[src/rtl/route_scheduler.sv]
// Purpose: registered arbiter/scheduler driving crossbar mux selects, outport toggles and inport acks.
// Latency: decisions from cycle-t requests appear on cfg/toggle/ack outputs in cycle t+1 for one cycle.
// Backpressure: a requester holds its flit until acked; the ack cycle masks the request so it is not granted twice.
module route_scheduler #(
    parameter int PE_STARVE_LIMIT = 4,
    parameter int CNT_W           = 3
) (
    input  logic       clka,
    input  logic       rsta,
    input  logic [2:0] north_request_bundle,
    input  logic [2:0] east_request_bundle,
    input  logic [2:0] pe_request_bundle,
    output logic [2:0] south_cfg_bundle,
    output logic [2:0] west_cfg_bundle,
    output logic [1:0] pe_cfg_bundle,
    output logic       north_ack_dout,
    output logic       east_ack_dout,
    output logic       r2pe_ack,
    output logic       self_drop_dout
);

    // Mux select codes for the south/west outports.
    localparam logic [1:0] SEL_NORTH = 2'b00;
    localparam logic [1:0] SEL_EAST  = 2'b01;
    localparam logic [1:0] SEL_PE    = 2'b10;

    // Round-robin pointers: 0 prefers north, 1 prefers east.
    logic             pe_ptr;
    logic             south_ptr;
    logic             west_ptr;
    logic [CNT_W-1:0] starve_cnt;
    logic [CNT_W-1:0] starve_nxt;

    logic n_vld, e_vld, p_vld;
    logic n_to_pe, n_to_s, n_to_w;
    logic e_to_pe, e_to_s, e_to_w;
    logic p_self, p_to_s, p_to_w;
    logic starve_lim;
    logic pe_won, pe_lost;

    // Grant vectors: {pe, east, north} for south/west, {east, north} for the PE outport.
    logic [2:0] s_gnt;
    logic [2:0] w_gnt;
    logic [1:0] pe_gnt;

    // Three-way arbitration for an outport that both network inputs and the PE can target.
    function automatic logic [2:0] arb3(input logic n, input logic e, input logic p,
                                        input logic ptr, input logic lim);
        logic [2:0] g;
        logic       net_n;
        logic       net_e;
        net_n = n & (~e | ~ptr);
        net_e = e & (~n | ptr);
        if (p && (!(n || e) || lim)) begin
            g = 3'b100;
        end else begin
            g = {1'b0, net_e, net_n};
        end
        return g;
    endfunction

    // A request already acked this cycle is the old flit and must not be granted again.
    assign n_vld = north_request_bundle[0] & ~north_ack_dout;
    assign e_vld = east_request_bundle[0]  & ~east_ack_dout;
    assign p_vld = pe_request_bundle[0]    & ~r2pe_ack;

    // Dimension-order decode: x&y local, x&!y south, !x west.
    assign n_to_pe = n_vld &  north_request_bundle[2] &  north_request_bundle[1];
    assign n_to_s  = n_vld &  north_request_bundle[2] & ~north_request_bundle[1];
    assign n_to_w  = n_vld & ~north_request_bundle[2];
    assign e_to_pe = e_vld &  east_request_bundle[2]  &  east_request_bundle[1];
    assign e_to_s  = e_vld &  east_request_bundle[2]  & ~east_request_bundle[1];
    assign e_to_w  = e_vld & ~east_request_bundle[2];
    assign p_self  = p_vld &  pe_request_bundle[2]    &  pe_request_bundle[1];
    assign p_to_s  = p_vld &  pe_request_bundle[2]    & ~pe_request_bundle[1];
    assign p_to_w  = p_vld & ~pe_request_bundle[2];

    assign starve_lim = (starve_cnt == CNT_W'(PE_STARVE_LIMIT));

    // Per-outport grant decisions and the next starvation count.
    always_comb begin
        s_gnt      = arb3(n_to_s, e_to_s, p_to_s, south_ptr, starve_lim);
        w_gnt      = arb3(n_to_w, e_to_w, p_to_w, west_ptr, starve_lim);
        pe_gnt     = {e_to_pe & (~n_to_pe | pe_ptr), n_to_pe & (~e_to_pe | ~pe_ptr)};
        pe_won     = s_gnt[2] | w_gnt[2] | p_self;
        pe_lost    = (p_to_s & ~s_gnt[2]) | (p_to_w & ~w_gnt[2]);
        starve_nxt = '0;
        if (p_vld && !pe_won && pe_lost) begin
            starve_nxt = starve_lim ? starve_cnt : starve_cnt + CNT_W'(1);
        end
    end

    // Register outport configuration, toggles and acks; selects hold when an outport is idle.
    always_ff @(posedge clka or negedge rsta) begin
        if (!rsta) begin
            south_cfg_bundle <= '0;
            west_cfg_bundle  <= '0;
            pe_cfg_bundle    <= '0;
            north_ack_dout   <= 1'b0;
            east_ack_dout    <= 1'b0;
            r2pe_ack         <= 1'b0;
            self_drop_dout   <= 1'b0;
        end else begin
            south_cfg_bundle[0] <= |s_gnt;
            if (|s_gnt) begin
                south_cfg_bundle[2:1] <= s_gnt[2] ? SEL_PE : (s_gnt[1] ? SEL_EAST : SEL_NORTH);
            end
            west_cfg_bundle[0] <= |w_gnt;
            if (|w_gnt) begin
                west_cfg_bundle[2:1] <= w_gnt[2] ? SEL_PE : (w_gnt[1] ? SEL_EAST : SEL_NORTH);
            end
            pe_cfg_bundle[0] <= |pe_gnt;
            if (|pe_gnt) begin
                pe_cfg_bundle[1] <= pe_gnt[1];
            end
            north_ack_dout <= s_gnt[0] | w_gnt[0] | pe_gnt[0];
            east_ack_dout  <= s_gnt[1] | w_gnt[1] | pe_gnt[1];
            r2pe_ack       <= pe_won;
            self_drop_dout <= p_self;
        end
    end

    // Arbitration state: pointers move to the non-winner after a network grant.
    always_ff @(posedge clka or negedge rsta) begin
        if (!rsta) begin
            pe_ptr     <= 1'b0;
            south_ptr  <= 1'b0;
            west_ptr   <= 1'b0;
            starve_cnt <= '0;
        end else begin
            if (|pe_gnt) begin
                pe_ptr <= pe_gnt[0];
            end
            if (|s_gnt[1:0]) begin
                south_ptr <= s_gnt[0];
            end
            if (|w_gnt[1:0]) begin
                west_ptr <= w_gnt[0];
            end
            starve_cnt <= starve_nxt;
        end
    end

endmodule

[config.mk]
export PLATFORM = sky130hd
export DESIGN_NAME = route_scheduler
export DESIGN_NICKNAME = d
export VERILOG_FILES = /design/src/rtl/route_scheduler.sv
export SDC_FILE = /design/constraint.sdc
export NUM_CORES = 1
export LEC_CHECK = 0
export BUFFER_PORTS_ARGS = -buffer_cell sky130_fd_sc_hd__buf_2
export CAP_MARGIN = 30
export CELL_PAD_IN_SITES_DETAIL_PLACEMENT = 1
export CELL_PAD_IN_SITES_GLOBAL_PLACEMENT = 2
export CORE_MARGIN = 2
export CORE_UTILIZATION = 34
export DETAILED_ROUTE_END_ITERATION = 7
export MAX_ROUTING_LAYER = met4
export PLACE_DENSITY_LB_ADDON = 0.12
export SLEW_MARGIN = 20
export SYNTH_ARGS = -nofsm -noshare
export SYNTH_HDL_FRONTEND = slang
export SYNTH_SLANG_ARGS = --single-unit
export TNS_END_PERCENT = 5
[constraint.sdc]
create_clock -name clka -period 4.46 [get_ports clka]
set_clock_uncertainty 0.05 [all_clocks]
set_input_delay 0.223 -clock clka [delete_from_list [all_inputs] [get_ports clka]]
set_output_delay 0.223 -clock clka [all_outputs]
set_load 0.1 [all_outputs]
After elaboration in Yosys (flattened, before gate mapping) --
Cells that the tools add are included.
Cells by class: $add $sub $neg 1, equal/unequal tests 2, muxes and demuxes 8, bitwise operators 56, reductions and logical operators 16
Operators with widths (number):
- 1-bit bitwise AND | 23
- 1-bit NOT | 20
- 1-bit bitwise OR | 13
- 3-bit two-way mux | 4
- 2-bit OR reduction | 3
- 3-bit OR reduction | 2
- 1-bit logical AND | 4
- 1-bit logical OR | 4
- 2-bit two-way mux | 2
- 3-bit by 1-bit adder with 3-bit output (second input constant) | 1
- 3-bit == test (second input constant) | 1
- 1-bit logical NOT | 3
- 1-bit two-way mux | 2
- 2-bit inequality test (second input constant) | 1
Word-level totals: flip-flop bits (word level) 18, input port bits 11, output and inout bits 12

Depth between registers and ports, before layout --
depth after elaboration 15, mapped depth 6, gate-level depth less buffers 5

Worst setup path after synthesis --
No wires, ideal clock.
path type flip-flop to flip-flop, start point register east_ack_dout, end point register north_ack_dout, setup time 126 ps, arrival time 1647 ps, data required time 4284 ps, path slack 2637 ps, stages on the path, launching flop included 4, path buffers 0, clock period less this slack 1823 ps, path through dfrtp_1 and4bb_2 a21oi_1 a221o_1
Between the ends: cells in the longest elaborated chain, start to end 11, elaborated cells between the ends (all ways) 27, classes of those cells 2 x mux; 17 x bitwise; 8 x reduce/logical
Ends and longest elaborated chain:
- start, declared | RTL line 17 | output logic east_ack_dout,
- start signal, assigned | RTL line 117 | east_ack_dout <= s_gnt[1] | w_gnt[1] | pe_gnt[1];
- 1-bit NOT (*) | RTL line 64 | assign e_vld = east_request_bundle[0] & ~east_ack_dout;
- 1-bit bitwise AND (*) | RTL line 64
- 1-bit bitwise AND | RTL line 71, 72
- 1-bit bitwise AND | RTL line 72 | assign e_to_s = e_vld & east_request_bundle[2] & ~east_request_bundle[1];
- 1-bit logical OR | RTL line 54 | if (p && (!(n || e) || lim)) begin
- 1-bit logical NOT | RTL line 54
- 1-bit logical OR | RTL line 54
- 1-bit logical AND | RTL line 54
- 3-bit two-way mux | RTL line 54
- 1-bit bitwise OR | RTL line 116 | north_ack_dout <= s_gnt[0] | w_gnt[0] | pe_gnt[0];
- 1-bit bitwise OR (*) | RTL line 116
- end signal, assigned | RTL line 116
- end, declared | RTL line 16 | output logic north_ack_dout,
Mark *: on every way between the ends. The rest lies on a longest branch, timed or not. A chain may end at the register's enable or synchronous reset.

Worst setup path in the final report --
start point register starve_cnt[0], end point register north_ack_dout
Between the ends: cells in the longest elaborated chain, start to end 6, elaborated cells between the ends (all ways) 9, classes of those cells 1 x eq/ne; 2 x mux; 2 x bitwise; 4 x reduce/logical
Ends and longest elaborated chain:
- start, declared | RTL line 31 | logic [CNT_W-1:0] starve_cnt;
- start signal, assigned | RTL line 140 | starve_cnt <= starve_nxt;
- 3-bit == test (*) | RTL line 78 | assign starve_lim = (starve_cnt == CNT_W'(PE_STARVE_LIMIT));
- 1-bit logical OR | RTL line 54
- 1-bit logical AND | RTL line 54
- 3-bit two-way mux | RTL line 54
- 1-bit bitwise OR (*) (2 in a row) | RTL line 116
Marks and branches as above.

==> results.md <==
- Status: complete, no violations
- Reg2reg start: starve_cnt[0]
- Synth area leader: dfrtp_1
- Worst setup path start: starve_cnt[0]
- Total negative slack: 0 ns
- Final Hold Violating Endpoints: 0
- Clock tree sinks: 18
- Final hold slack: 0.196 ns
- Worst-margin pin slew: 0.487 ns
- Post-synth cell types: 31
- Number of synthesized flops with an enable pin: 0
- Post-route ant nets: 0
- CTS Buf Count: 3
- Leak: 0.517 nW
- Final Wtd Congestion: 0.692
- Vias: 713
- Initial antenna violation count: 0
- P&R area growth vs syn: 21.1%
- Syn Nets: 94
- Grt ovf: 0
- # nets final: 121
- Vias in the first global route: 743
- Worst EP arrival: 1.78 ns
- Drt first pass iters: 4
- GR Util All Layers: 14.5%
- Number of max-cap violations: 0
- Area of the core: 0.00248 mm2
- Fin util: 43.7%
- Fraction of layout cells with a size suffix above 1: 29.0%
- Synth async-reset ratio: 100%
- Worst path cell trace: inv_1 > ha_1 > and2_0 > nand2_1 > a221o_1
- Worst Path Class, Setup: flop to flop
- Synth area leaders: dfrtp_1, and4b_1, nor2_1, a21oi_1, and4bb_1
- Clock Latency Late Sink: 0.29 ns
- Antenna cells: 0
- CTS tree: yes
- Synth top cells by count: dfrtp_1, nor2_1, inv_1, nand2_1, a21oi_1
- CP Capture Type: flop
- Clk buf depth: 2
- Largest net degree at the start of global routing: 19
- Port bufs: 22
- Syn Area/Cell: 11.0 um2
- Cell area after synthesis: 893 um2
- Routed WL per cell: 14.2 um
- Vias/cell: 5.20
- Normalized max-slew margin: 67.8%
- Cells after Synth: 81
- CTS H-tree depth: 1
- Root Driver: clkbuf_4
- Initial Utilization: 36.1%
- Setup Viol. Count Final: 0
- Yosys Warn Count: 0
- Critical Path Source Type: flop
- Vert. Die Dim: 55.3 um
- Clock Pin Slew Worst Setup and Hold Paths: 0.11 ns
- Sequential element share of the synthesized area: 50.4%
- Most common cell in the netlist: dfrtp_1
- Total length of routed wires: 1.95 mm
- # rows: 18
- Hold Startpoint: pe_request_bundle[1]
- Initial DRC Count: 17
- Ys flop type: dfrtp_1
- Die X: 55.3 um
- Die ar.: 0.00305 mm2
- DR DRC count: 0
- Crit path max fanout: 7
- Final min period: 1.65 ns
- PwrDens: 457 mW/mm2
- First-pass GRT wire length: 3.45 mm
- Crit-path max cell delay: 0.41 ns
- DP HPWL: 1.48 mm
- RSZ-0062 raised after global routing: false
- Worst VDD drop: 0.220 mV
- I/O pins: 23
- Slew Viols, Final: 0
- Post-synthesis register bit count: 18
- Peak Freq: 0.607 GHz
- Post-synth top area share: 50.4%
- Req. time, crit path: 4.60 ns
- Tcrit/Tclk final: 36.9%
- Critical Path Slowest Stage Cell: dfrtp_1
- Worst hold-check path type: input pin to flop
- R2R Setup Slk: 2.81 ns
-- cells by family after synthesis --
kind of cell	after synthesis	synth area share, %
adder cells (fa/ha/maj)	2	2.80
flip-flops	18	50.4
AO/OA/AOI/OAI	23	17.4
AND/OR/NAND/NOR	30	25.2
buffers and inverters	7	3.08
multiplexers	1	1.12
-- sequential cells by signal (all words and copies together) (netlist names) --
| name | cells |
|---|---|
| south_cfg_bundle | 3 |
| starve_cnt | 3 |
| west_cfg_bundle | 3 |
| pe_cfg_bundle | 2 |
| east_ack_dout | 1 |
| north_ack_dout | 1 |
| pe_ptr | 1 |
| r2pe_ack | 1 |
| self_drop_dout | 1 |
| south_ptr | 1 |
| west_ptr | 1 |
-- critical path: cells and delay by family, from the launching register on --
family / cells / cell delay, ns
flip-flops: 1 / 0.41
AND/OR/NAND/NOR: 2 / 0.49
AO/OA/AOI/OAI: 1 / 0.34
buffers and inverters: 1 / 0.06
adder cells (fa/ha/maj): 1 / 0.19
-- placed cells by master, fill, tap and decap left out, types with 2 or more instances in the layout --
master / instances
o21ai_1: 3
a22o_1: 2
nor3b_2: 2
clkbuf_4: 3
and4b_1: 3
a21oi_1: 5
nand4bb_1: 2
inv_1: 6
dfrtp_1: 18
buf_2: 22
o21ai_0: 3
a211oi_1: 3
nor2_1: 7
nand2_1: 6
and4bb_1: 2
ha_1: 2
-- path summary, 6_finish.rpt --
| kind | to | cells after the start |
|---|---|---|
| setup / recovery | north_ack_dout | 5 |
| hold / removal | self_drop_dout | 2 |
| setup reg to reg | north_ack_dout | 5 |
| hold reg to reg | starve_cnt[0] | 1 |
| max in group asynchronous | pe_cfg_bundle[0] | 2 |
| min in group asynchronous | south_cfg_bundle[1] | 2 |
-- per-layer routing --
layer	vias to the layer above	wire length, um	track usage, %
met3	2	57	2.11
met5	-	0	-
li1	354	-	-
met4	0	13	6.27
met1	347	958	19.1
met2	10	917	22.3
-- where the power goes --
part	internal (W)	total (W)	leakage [nW]	switching [W]
Combinational	0.0000388	0.000188	0.266	0.000149
Clock	0.0000497	0.000102	0.0210	0.0000523
Sequential	0.000187	0.000204	0.230	0.0000168
-- timing repair --
| item | 4_1_cts | 5_1_grt |
|---|---|---|
| hold endpoints to repair | 18 | 0 |
| resized for setup | 0 | 0 |
| buffers inserted | 0 | 0 |
| hold buffers | 1 | 0 |
-- area by class of cell --
cell class / instances / area (um2)
fillers: 302 / 1400
flip-flops and latches: 18 / 450
multi-input cells: 56 / 415
repair buffers: 23 / 120
well taps: 30 / 37.5
clock buffers: 4 / 36.3
inverters: 6 / 22.5
-- stage by stage --
step	cell area, um2	setup slack (ns)	power, W	cells
finish	1080	2.81	0.000494	137
global route	1080	2.66	0.000523	137
CTS	1080	2.81	0.000502	137
detailed placement	1040	2.84	0.000396	132
global placement	1040	2.90	0.000395	132
floorplan	893	2.64	0.000358	81
Power figures use the tool's default switching activity.
